[config.mk]
export PLATFORM = sky130hd
export DESIGN_NAME = axi_perf_stats_flat
export DESIGN_NICKNAME = d
export VERILOG_FILES = /design/src/rtl/axi_perf_stats_if.sv /design/src/rtl/axi_perf_stats.sv /design/src/flat_wrapper.sv
export SDC_FILE = /design/constraint.sdc
export NUM_CORES = 1
export LEC_CHECK = 0
export ABC_AREA = 0
export CORE_MARGIN = 8
export CORE_UTILIZATION = 60
export CTS_CLUSTER_SIZE = 14
export DETAILED_ROUTE_END_ITERATION = 10
export DONT_BUFFER_PORTS = 1
export MAX_ROUTING_LAYER = met4
export PLACE_DENSITY = 0.75
export SKIP_LAST_GASP = 1
export SLEW_MARGIN = 20
export SYNTH_ARGS = -nofsm -noshare
export SYNTH_HDL_FRONTEND = slang
export SYNTH_SLANG_ARGS = --single-unit
[constraint.sdc]
create_clock -name clk -period 3.35 [get_ports clk]
set_clock_uncertainty 0.15 [all_clocks]
set_input_delay 0.335 -clock clk [delete_from_list [all_inputs] [get_ports clk]]
set_output_delay 0.335 -clock clk [all_outputs]
set_load 0.05 [all_outputs]
[src/rtl/axi_perf_stats_if.sv]
// Bundle of per-channel AXI handshake signals observed by the perf monitor.
// The master side drives everything; the monitor attaches through the slave
// modport, where every signal is an input.
interface axi_perf_stats_if #(
   parameter int NUM_CH = 2
);
   logic [NUM_CH-1:0] arvalid, arready;
   logic [NUM_CH-1:0] rvalid, rready, rlast;
   logic [NUM_CH-1:0] awvalid, awready;
   logic [NUM_CH-1:0] wvalid, wready;
   logic [NUM_CH-1:0] bvalid, bready;

   modport master (
      output arvalid, arready, rvalid, rready, rlast,
             awvalid, awready, wvalid, wready, bvalid, bready
   );

   modport slave (
      input  arvalid, arready, rvalid, rready, rlast,
             awvalid, awready, wvalid, wready, bvalid, bready
   );
endinterface

[src/rtl/axi_perf_stats.sv]
// Passive AXI performance monitor: per-channel burst/beat/latency/busy
// statistics with sticky protocol-error flags and a registered readout port.

// Per-channel tracker: outstanding counters, read latency timer, statistics.
module axi_perf_stats_ch #(
   parameter int STAT_WIDTH = 16,
   parameter int OUT_WIDTH  = 4
) (
   input  logic                           clk,
   input  logic                           rst_n,
   input  logic                           en,
   input  logic                           clear,
   input  logic                           ar_hs,
   input  logic                           r_hs,
   input  logic                           rlast,
   input  logic                           aw_hs,
   input  logic                           w_hs,
   input  logic                           b_hs,
   output logic [5:0][STAT_WIDTH-1:0]     stat,
   output logic                           err
);
   logic [OUT_WIDTH-1:0]           rd_out_q, rd_out_d;
   logic [OUT_WIDTH-1:0]           wr_out_q, wr_out_d;
   logic [STAT_WIDTH-1:0]          tmr_q, tmr_d;
   logic                           arm_q, arm_d;
   logic [5:0][STAT_WIDTH-1:0]     stat_q, stat_d;
   logic                           err_q, err_d;
   logic                           r_last_hs;
   logic                           lat_hit;
   logic                           err_set;
   logic                           busy;

   function automatic logic [STAT_WIDTH-1:0] sat_inc(input logic [STAT_WIDTH-1:0] v);
      return (&v) ? v : v + 1'b1;
   endfunction

   assign r_last_hs = r_hs & rlast;
   assign busy      = (|rd_out_q) | (|wr_out_q);

   // Protocol state: outstanding counters, latency timer and error detection
   always_comb begin
      rd_out_d = rd_out_q;
      wr_out_d = wr_out_q;
      tmr_d    = tmr_q;
      arm_d    = arm_q;
      lat_hit  = 1'b0;
      err_set  = 1'b0;

      // Simultaneous increment and decrement cancel out.
      if (ar_hs && !r_last_hs) begin
         if (&rd_out_q) err_set = 1'b1;
         else           rd_out_d = rd_out_q + 1'b1;
      end else if (r_last_hs && !ar_hs) begin
         if (rd_out_q == '0) err_set = 1'b1;
         else                rd_out_d = rd_out_q - 1'b1;
      end

      if (aw_hs && !b_hs) begin
         if (&wr_out_q) err_set = 1'b1;
         else           wr_out_d = wr_out_q + 1'b1;
      end else if (b_hs && !aw_hs) begin
         if (wr_out_q == '0) err_set = 1'b1;
         else                wr_out_d = wr_out_q - 1'b1;
      end

      // Only a burst issued onto an idle read path is timed.
      if (!arm_q && ar_hs && (rd_out_q == '0)) begin
         tmr_d = STAT_WIDTH'(1);
         arm_d = 1'b1;
         // Data cannot legally accompany the address that starts the read.
         if (r_hs) err_set = 1'b1;
      end else if (arm_q) begin
         if (r_hs) begin
            arm_d   = 1'b0;
            lat_hit = 1'b1;
         end else begin
            tmr_d = sat_inc(tmr_q);
         end
      end

      err_d = clear ? 1'b0 : (err_q | err_set);
   end

   // Statistic accumulation; clear wins over any increment
   always_comb begin
      stat_d = stat_q;
      if (clear) begin
         stat_d = '0;
      end else if (en) begin
         if (ar_hs) stat_d[0] = sat_inc(stat_q[0]);
         if (r_hs)  stat_d[1] = sat_inc(stat_q[1]);
         if (aw_hs) stat_d[2] = sat_inc(stat_q[2]);
         if (w_hs)  stat_d[3] = sat_inc(stat_q[3]);
         if (lat_hit && (tmr_q > stat_q[4])) stat_d[4] = tmr_q;
         if (busy)  stat_d[5] = sat_inc(stat_q[5]);
      end
   end

   // State registers
   always_ff @(posedge clk or negedge rst_n) begin
      if (!rst_n) begin
         rd_out_q <= '0;
         wr_out_q <= '0;
         tmr_q    <= '0;
         arm_q    <= 1'b0;
         stat_q   <= '0;
         err_q    <= 1'b0;
      end else begin
         rd_out_q <= rd_out_d;
         wr_out_q <= wr_out_d;
         tmr_q    <= tmr_d;
         arm_q    <= arm_d;
         stat_q   <= stat_d;
         err_q    <= err_d;
      end
   end

   assign stat = stat_q;
   assign err  = err_q;
endmodule

// Top: one tracker per channel plus the registered statistic mux.
module axi_perf_stats #(
   parameter int NUM_CH     = 2,
   parameter int STAT_WIDTH = 16,
   parameter int OUT_WIDTH  = 4
) (
   input  logic                  clk,
   input  logic                  rst_n,
   input  logic                  en,
   input  logic                  clear,
   axi_perf_stats_if.slave       bus,
   input  logic [2:0]            stat_ch,
   input  logic [2:0]            stat_idx,
   output logic [STAT_WIDTH-1:0] stat_val,
   output logic [NUM_CH-1:0]     err
);
   logic [NUM_CH-1:0][5:0][STAT_WIDTH-1:0] ch_stat;
   logic [NUM_CH-1:0]                      ch_err;
   logic [STAT_WIDTH-1:0]                  stat_val_q, stat_val_d;

   for (genvar g = 0; g < NUM_CH; g++) begin : g_ch
      axi_perf_stats_ch #(
         .STAT_WIDTH (STAT_WIDTH),
         .OUT_WIDTH  (OUT_WIDTH)
      ) u_ch (
         .clk   (clk),
         .rst_n (rst_n),
         .en    (en),
         .clear (clear),
         .ar_hs (bus.arvalid[g] & bus.arready[g]),
         .r_hs  (bus.rvalid[g]  & bus.rready[g]),
         .rlast (bus.rlast[g]),
         .aw_hs (bus.awvalid[g] & bus.awready[g]),
         .w_hs  (bus.wvalid[g]  & bus.wready[g]),
         .b_hs  (bus.bvalid[g]  & bus.bready[g]),
         .stat  (ch_stat[g]),
         .err   (ch_err[g])
      );
   end

   // Readout mux: absent channels and indices 6/7 read as zero
   always_comb begin
      stat_val_d = '0;
      for (int c = 0; c < NUM_CH; c++) begin
         if ((stat_ch == 3'(c)) && (stat_idx < 3'd6)) stat_val_d = ch_stat[c][stat_idx];
      end
   end

   // Readout register, sampled from pre-update statistics
   always_ff @(posedge clk or negedge rst_n) begin
      if (!rst_n) stat_val_q <= '0;
      else        stat_val_q <= stat_val_d;
   end

   assign stat_val = stat_val_q;
   assign err      = ch_err;
endmodule

[src/flat_wrapper.sv]
// flat-port wrapper written by rule: the top's interface ports become plain ports
module axi_perf_stats_flat 
#(
   parameter int NUM_CH     = 2,
   parameter int STAT_WIDTH = 16,
   parameter int OUT_WIDTH  = 4
)
  (clk, rst_n, en, clear, stat_ch, stat_idx, stat_val, err, bus_arvalid, bus_arready, bus_rvalid, bus_rready, bus_rlast, bus_awvalid, bus_awready, bus_wvalid, bus_wready, bus_bvalid, bus_bready);
  axi_perf_stats_if #(.NUM_CH(NUM_CH)) bus_i ();
  input  logic clk;
  input  logic rst_n;
  input  logic en;
  input  logic clear;
  input  logic [2:0] stat_ch;
  input  logic [2:0] stat_idx;
  output logic [STAT_WIDTH-1:0] stat_val;
  output logic [NUM_CH-1:0] err;
  input wire logic [$bits(bus_i.arvalid)-1:0] bus_arvalid;
  input wire logic [$bits(bus_i.arready)-1:0] bus_arready;
  input wire logic [$bits(bus_i.rvalid)-1:0] bus_rvalid;
  input wire logic [$bits(bus_i.rready)-1:0] bus_rready;
  input wire logic [$bits(bus_i.rlast)-1:0] bus_rlast;
  input wire logic [$bits(bus_i.awvalid)-1:0] bus_awvalid;
  input wire logic [$bits(bus_i.awready)-1:0] bus_awready;
  input wire logic [$bits(bus_i.wvalid)-1:0] bus_wvalid;
  input wire logic [$bits(bus_i.wready)-1:0] bus_wready;
  input wire logic [$bits(bus_i.bvalid)-1:0] bus_bvalid;
  input wire logic [$bits(bus_i.bready)-1:0] bus_bready;
  assign bus_i.arvalid = bus_arvalid;
  assign bus_i.arready = bus_arready;
  assign bus_i.rvalid = bus_rvalid;
  assign bus_i.rready = bus_rready;
  assign bus_i.rlast = bus_rlast;
  assign bus_i.awvalid = bus_awvalid;
  assign bus_i.awready = bus_awready;
  assign bus_i.wvalid = bus_wvalid;
  assign bus_i.wready = bus_wready;
  assign bus_i.bvalid = bus_bvalid;
  assign bus_i.bready = bus_bready;
  axi_perf_stats #(.NUM_CH(NUM_CH), .STAT_WIDTH(STAT_WIDTH), .OUT_WIDTH(OUT_WIDTH)) u_core (.clk(clk), .rst_n(rst_n), .en(en), .clear(clear), .bus(bus_i), .stat_ch(stat_ch), .stat_idx(stat_idx), .stat_val(stat_val), .err(err));
endmodule
Word-level counts from Yosys, hierarchy flattened
Index checks and enable logic that the tools add are counted.
{"block": "classes", "addsub": 20, "reduce_logical": 88, "bitwise": 16, "n_mux": 90, "eq_ne": 23, "order_cmp": 4}
{"cell": "$mux 16", "n": 34}
{"cell": "$mux 96", "n": 4}
{"cell": "$add 16x1->16 const B", "n": 12}
{"cell": "$reduce_and 16->1", "n": 12}
{"cell": "$bmux 16 s3", "n": 2}
{"cell": "$mux 4", "n": 16}
{"cell": "$reduce_and 3->1", "n": 16}
{"cell": "$ne 2x2->1 const B", "n": 20}
{"cell": "$reduce_bool 2->1", "n": 19}
{"cell": "$mux 1", "n": 34}
{"cell": "$gt 16x16->1", "n": 2}
{"cell": "$add 4x1->4 const B", "n": 4}
{"cell": "$logic_and 1x1->1", "n": 16}
{"cell": "$logic_not 4->1", "n": 4}
{"cell": "$reduce_and 4->1", "n": 4}
{"cell": "$reduce_or 4->1", "n": 4}
{"cell": "$sub 4x1->4 const B", "n": 4}
{"cell": "$and 1x1->1", "n": 12}
{"cell": "$logic_not 1->1", "n": 10}
{"cell": "$lt 3x4->1 const B", "n": 1}
{"cell": "$ne 2x1->1 const B", "n": 2}
{"cell": "$or 1x1->1", "n": 4}
{"cell": "$reduce_and 2->1", "n": 2}
{"cell": "$eq 3x1->1 const B", "n": 1}
{"cell": "2 further kinds", "n": 2}
{"block": "word_totals", "register_bits": 260, "in_bits": 32, "out_inout_bits": 18}

Logic depth before layout (Yosys ltp)
{"block": "logic_depth", "word_depth": 12, "mapped_depth": 10, "mapped_depth_nobuf": 10}

Cells and area by module
Synthesis repeated with hierarchy kept, for this count alone.
{"block": "unflattened", "hier_cells": 1696, "area_unflattened_um2": 15810.2}
{"module": "axi_perf_stats_ch at u_core.g_ch[1].u_ch", "area_per_inst_um2": 6901.6, "instances": 1, "cells_per_inst": 732}
{"module": "axi_perf_stats_ch at u_core.g_ch[0].u_ch", "area_per_inst_um2": 6747.7, "instances": 1, "cells_per_inst": 700}
{"module": "axi_perf_stats", "area_per_inst_um2": 2160.8, "instances": 1, "cells_per_inst": 264}

Worst setup path before layout
Ideal clock, no wire load.
{"block": "synth_timing", "path_type": "register to register", "startpoint": "reg u_core.g_ch[0].u_ch.tmr_q[13]", "endpoint": "reg u_core.g_ch[0].u_ch.stat_q, in the netlist u_core.g_ch[0].u_ch.stat[69]", "arrival_time_ns": 2.478, "path_slack_ns": 0.590, "path_stages_with_launch": 9, "path_buffers": 1, "setup_ns": 0.132, "cell_sequence": "dfrtp_1 ha_1 nand4_1 or4_1 a21o_1 a31oi_2 buf_4 mux2i_1 nor2_1"}
{"block": "synth_between", "elab_chain_len": 4}
{"item": "start, declared", "line_no": "axi_perf_stats.sv:24", "text": "logic [STAT_WIDTH-1:0] tmr_q, tmr_d;"}
{"item": "start signal, assigned", "line_no": "axi_perf_stats.sv:111", "text": "tmr_q <= tmr_d;"}
{"item": "$gt 16x16->1", "line_no": "axi_perf_stats.sv:94", "text": "if (lat_hit && (tmr_q > stat_q[4])) stat_d[4] = tmr_q;"}
{"item": "$logic_and 1x1->1", "line_no": "axi_perf_stats.sv:94"}
{"item": "$reduce_bool 2->1 (no source line)"}
{"item": "$reduce_and 2->1 (no source line)"}
{"item": "end signal, assigned", "line_no": "axi_perf_stats.sv:113", "text": "stat_q <= stat_d;"}
{"item": "end, declared", "line_no": "axi_perf_stats.sv:26", "text": "logic [5:0][STAT_WIDTH-1:0] stat_q, stat_d;"}
No other way between the ends.
A chain may end at the register's enable or synchronous reset.

Final worst setup path
{"block": "layout_timing", "startpoint": "reg u_core.g_ch[0].u_ch.tmr_q[14]", "endpoint": "reg u_core.g_ch[0].u_ch.stat_q, in the netlist u_core.g_ch[0].u_ch.stat[66]"}
Same word-level chain as after synthesis.

==> flow_metrics.py <==
metrics = {
    "cts": {
        "cts_tree": "yes",
        "path_clk_slew_ps": 60,
        "cts_setup_buffers": 0,
        "htree_levels": 1,
        "clk_path_buf_depth": 3,
        "clock_latency_ps": 560,
        "tritoncts_num_sinks": 260,
        "cts_buffers": 28,
        "cts-root-buf": "clkbuf_16",
    },
    "die": {
        "coreArea_um2": 24960,
        "fp.dieH_um": 174.7,
        "num_io_pins": 50,
        "core.rowCount": 58,
        "start_util": 0.6051,
        "chipWidth_um": 174.7,
        "die_area_um2": 30510,
    },
    "critical_path": {
        "crit_fanout": 6,
        "critical_path.cell_chain": "ha_1 > nand4_1 > or4_1 > a21o_1 > a31oi_4 > mux2i_1 > nor2_1 > dlygate4sd3_1",
        "crit_required_ps": 3640,
        "crit_path_top_delay_cell": "or4_1",
        "startpoint_type": "register",
        "crit_type": "register to register",
        "cp-end-kind": "register",
        "critical_path.max_stage_delay_ps": 600,
        "worstPathArrival_ps": 3450,
    },
    "timing": {
        "fin_crit_sh": 0.9436,
        "final.setup.tns_ps": 0,
        "hold_viol_final": 260,
        "fin_crit_ps": 3161,
        "relSlewSlack": 0.3965,
        "max_freq_mhz": 316.4,
        "maxSlewViolCount": 0,
        "rsz0062_at_grt": "false",
        "setup_viol": 0,
        "tightest_slew_ps": 899.1,
        "whs_ps": -677.1,
    },
    "synth": {
        "synth_edf_count": 0,
        "synthCells": 1566,
        "ys_top_cells_by_area": "dfrtp_1 43%, xor2_1 6.7%, nor2_1 5.5%, ha_1 5.0%, mux2i_1 4.8%",
        "synth.distinct_cells": 59,
        "synthArstFlopShare": 1.000,
        "syn_avg_cell_area_um2": 9.645,
        "synth.net_count": 1662,
        "ys_seq_area_frac": 0.4307,
        "synth_area_um2": 15100,
        "yosys.area.top_type": "dfrtp_1",
        "ys_ff_latch": 260,
        "synth_top_area_frac": 0.4307,
        "yosys_warnings": 0,
        "synth_top_flop_cell": "dfrtp_1",
    },
    "grt": {
        "grt.overflow.total": 0,
        "grt_use_met2": 0.3687,
        "antenna_found_initial": 0,
        "use_met1": 0.3499,
        "grt_pass1_vias": 11240,
        "grt_max_degree": 261,
        "use_met3": 0.05008,
        "grt_usage": 0.2491,
        "grt_pass1_wl_mm": 60.13,
        "busiest_layer": "met2",
    },
    "place": {
        "placed_cell_area_um2": 15380,
        "dp_hpwl_mm": 25.45,
        "place_congestion": 0.8857,
        "portBuffers": 0,
    },
    "drt": {
        "drt_wl_total_mm": 37.42,
        "drt_pass1_iterations": 5,
        "drc": 0,
        "drt-wirelength-per-cell_um": 19.46,
        "viasPerCell": 6.116,
        "drtAntennaViolNets": 0,
        "drt_iter0_drc": 1070,
        "dr_total_vias": 11760,
    },
    "final_layout": {
        "area_delta_synth_final_pct": 10.85,
        "final_nets": 1667,
        "diodes": 0,
        "drive_above_1_share": 0.07031,
        "postLayoutCellArea_um2": 16740,
        "n_fill_cell": 1922,
    },
    "power_and_ir_drop": {
        "p_leak_nw": 7.193,
        "ir_drop_uv": 434.0,
        "p_per_area_nw_per_um2": 501.1,
    },
    "flow_run": {
        "maxCapViolations": 0,
    },
    "outcome": {
        "outcome": "finished, violations left",
        "violations": "negative hold slack",
    },
    "hold_path": {
        "holdCritPathClass": "primary input to async pin",
    },
}
-- synth_stat cells (4+ instances only) --
library cell,number
nor2_1,221
ha_1,60
nand4_1,51
clkbuf_1,47
a211oi_1,6
a21oi_1,48
o21ai_0,29
a31oi_1,8
nor3_1,26
or4_1,8
mux2i_1,72
nand2b_1,5
mux2_2,4
buf_2,5
buf_1,8
nand3_1,83
nor4_1,9
xnor2_1,60
inv_1,93
and4_1,16
a21o_1,5
o22ai_1,32
a22o_1,16
a2111oi_0,5
dfrtp_1,260
fa_1,4
o211ai_1,4
and2_1,7
nor2b_1,5
and3_1,45
nand2_1,121
mux4_2,32
or3_1,19
xor2_1,115
-- where the power goes --
part | switching [mW] | internal (mW)
Clock | 1.33 | 2.28
Combinational | 0.597 | 0.543
Sequential | 0.302 | 3.34
-- per-layer routing --
layer,vias to the layer above,share of wire
met5,-,0
met2,357,0.45
met4,0,0.020
li1,5485,-
met1,5871,0.46
met3,49,0.074
-- critical path: cells and delay by family, from the launching register on --
family                     cells  cell delay (ps)
DFF                            1              430
muxes                          1              220
buffers and inverters          1              560
adders and majority gates      1              320
AOI/OAI and AO/OA              2              530
and+or+nand+nor                3              830
-- sequential cells by signal, summed over array words and instances (netlist names) --
register	flops
u_core.g_ch.u_ch.stat	192
u_core.g_ch.u_ch.tmr_q	32
u_core.stat_val	16
u_core.g_ch.u_ch.rd_out_q	8
u_core.g_ch.u_ch.wr_out_q	8
u_core.g_ch.u_ch.arm_q	2
u_core.g_ch.u_ch.err	2
-- per-stage QoR --
stage	hold WS (ps)	total power [mW]	setup slack (ps)	utilization	std cells
after floorplan	-110.6	4.564	590.4	-	1566
after global placement	-98.29	4.714	493.1	0.6163	1846
after detailed placement	-99.73	4.773	393.4	0.6163	1846
after CTS	-685.4	8.424	85.07	0.6700	1922
after global routing	-691.7	8.764	39.41	0.6707	1923
final	-677.1	8.390	189.0	0.6707	1923
-- final timing paths --
check	startpoint	end	slack, ps	cells after the start
min	rst_n	u_core.g_ch[0].u_ch.tmr_q[3]	-680	0
max reg2reg	u_core.g_ch[0].u_ch.tmr_q[14]	u_core.g_ch[0].u_ch.stat[66]	190	8
max in group asynchronous	rst_n	u_core.g_ch[1].u_ch.tmr_q[7]	3370	0
min in group clk	clear	u_core.g_ch[0].u_ch.stat[47]	10	3
min reg2reg	u_core.g_ch[0].u_ch.rd_out_q[3]	u_core.g_ch[0].u_ch.rd_out_q[3]	340	1
max	u_core.g_ch[0].u_ch.tmr_q[14]	u_core.g_ch[0].u_ch.stat[66]	190	8
-- repair_timing --
item | 4_1_cts | 5_1_grt
resized for setup | 0 | 1
hold buffers | 24 | 1
hold endpoints to repair | 453 | 261
endpoints found under the setup margin | 0 | 4
-- cells in the final DEF, fill, tap and decap left out, types with 25 or more instances in the layout --
cell	Yosys	routed
nor2_1	221	221
ha_1	60	60
mux2i_1	72	72
dfrtp_1	260	260
mux4_2	32	32
inv_1	93	93
nor3_1	26	25
and3_1	45	45
o22ai_1	32	32
o21ai_0	29	29
clkbuf_16	0	29
nand2_1	121	121
xnor2_1	60	60
nand4_1	51	51
xor2_1	115	115
nand3_1	83	83
a21oi_1	48	48
-- final cells by class --
cell class                 count  area (um2)  area share
multi-input combinational   1149        8024      0.4792
clock buffer                  34       784.5     0.04685
inverter                      94       352.8     0.02107
timing repair buffer          38       365.4     0.02182
clock inverter                18       297.8     0.01779
tap                          330       412.9     0.02466
sequential                   260        6506      0.3886
-- cells by family after synthesis --
family,after synthesis,share of synthesized area
AOI/OAI and AO/OA,176,0.07563
xor gates and xnor gates,175,0.1015
DFF,260,0.4307
buffers and inverters,157,0.04017
adders and majority gates,64,0.05500
and+or+nand+nor,626,0.1986
muxes,108,0.09841
Power figures use the tool's default switching activity.
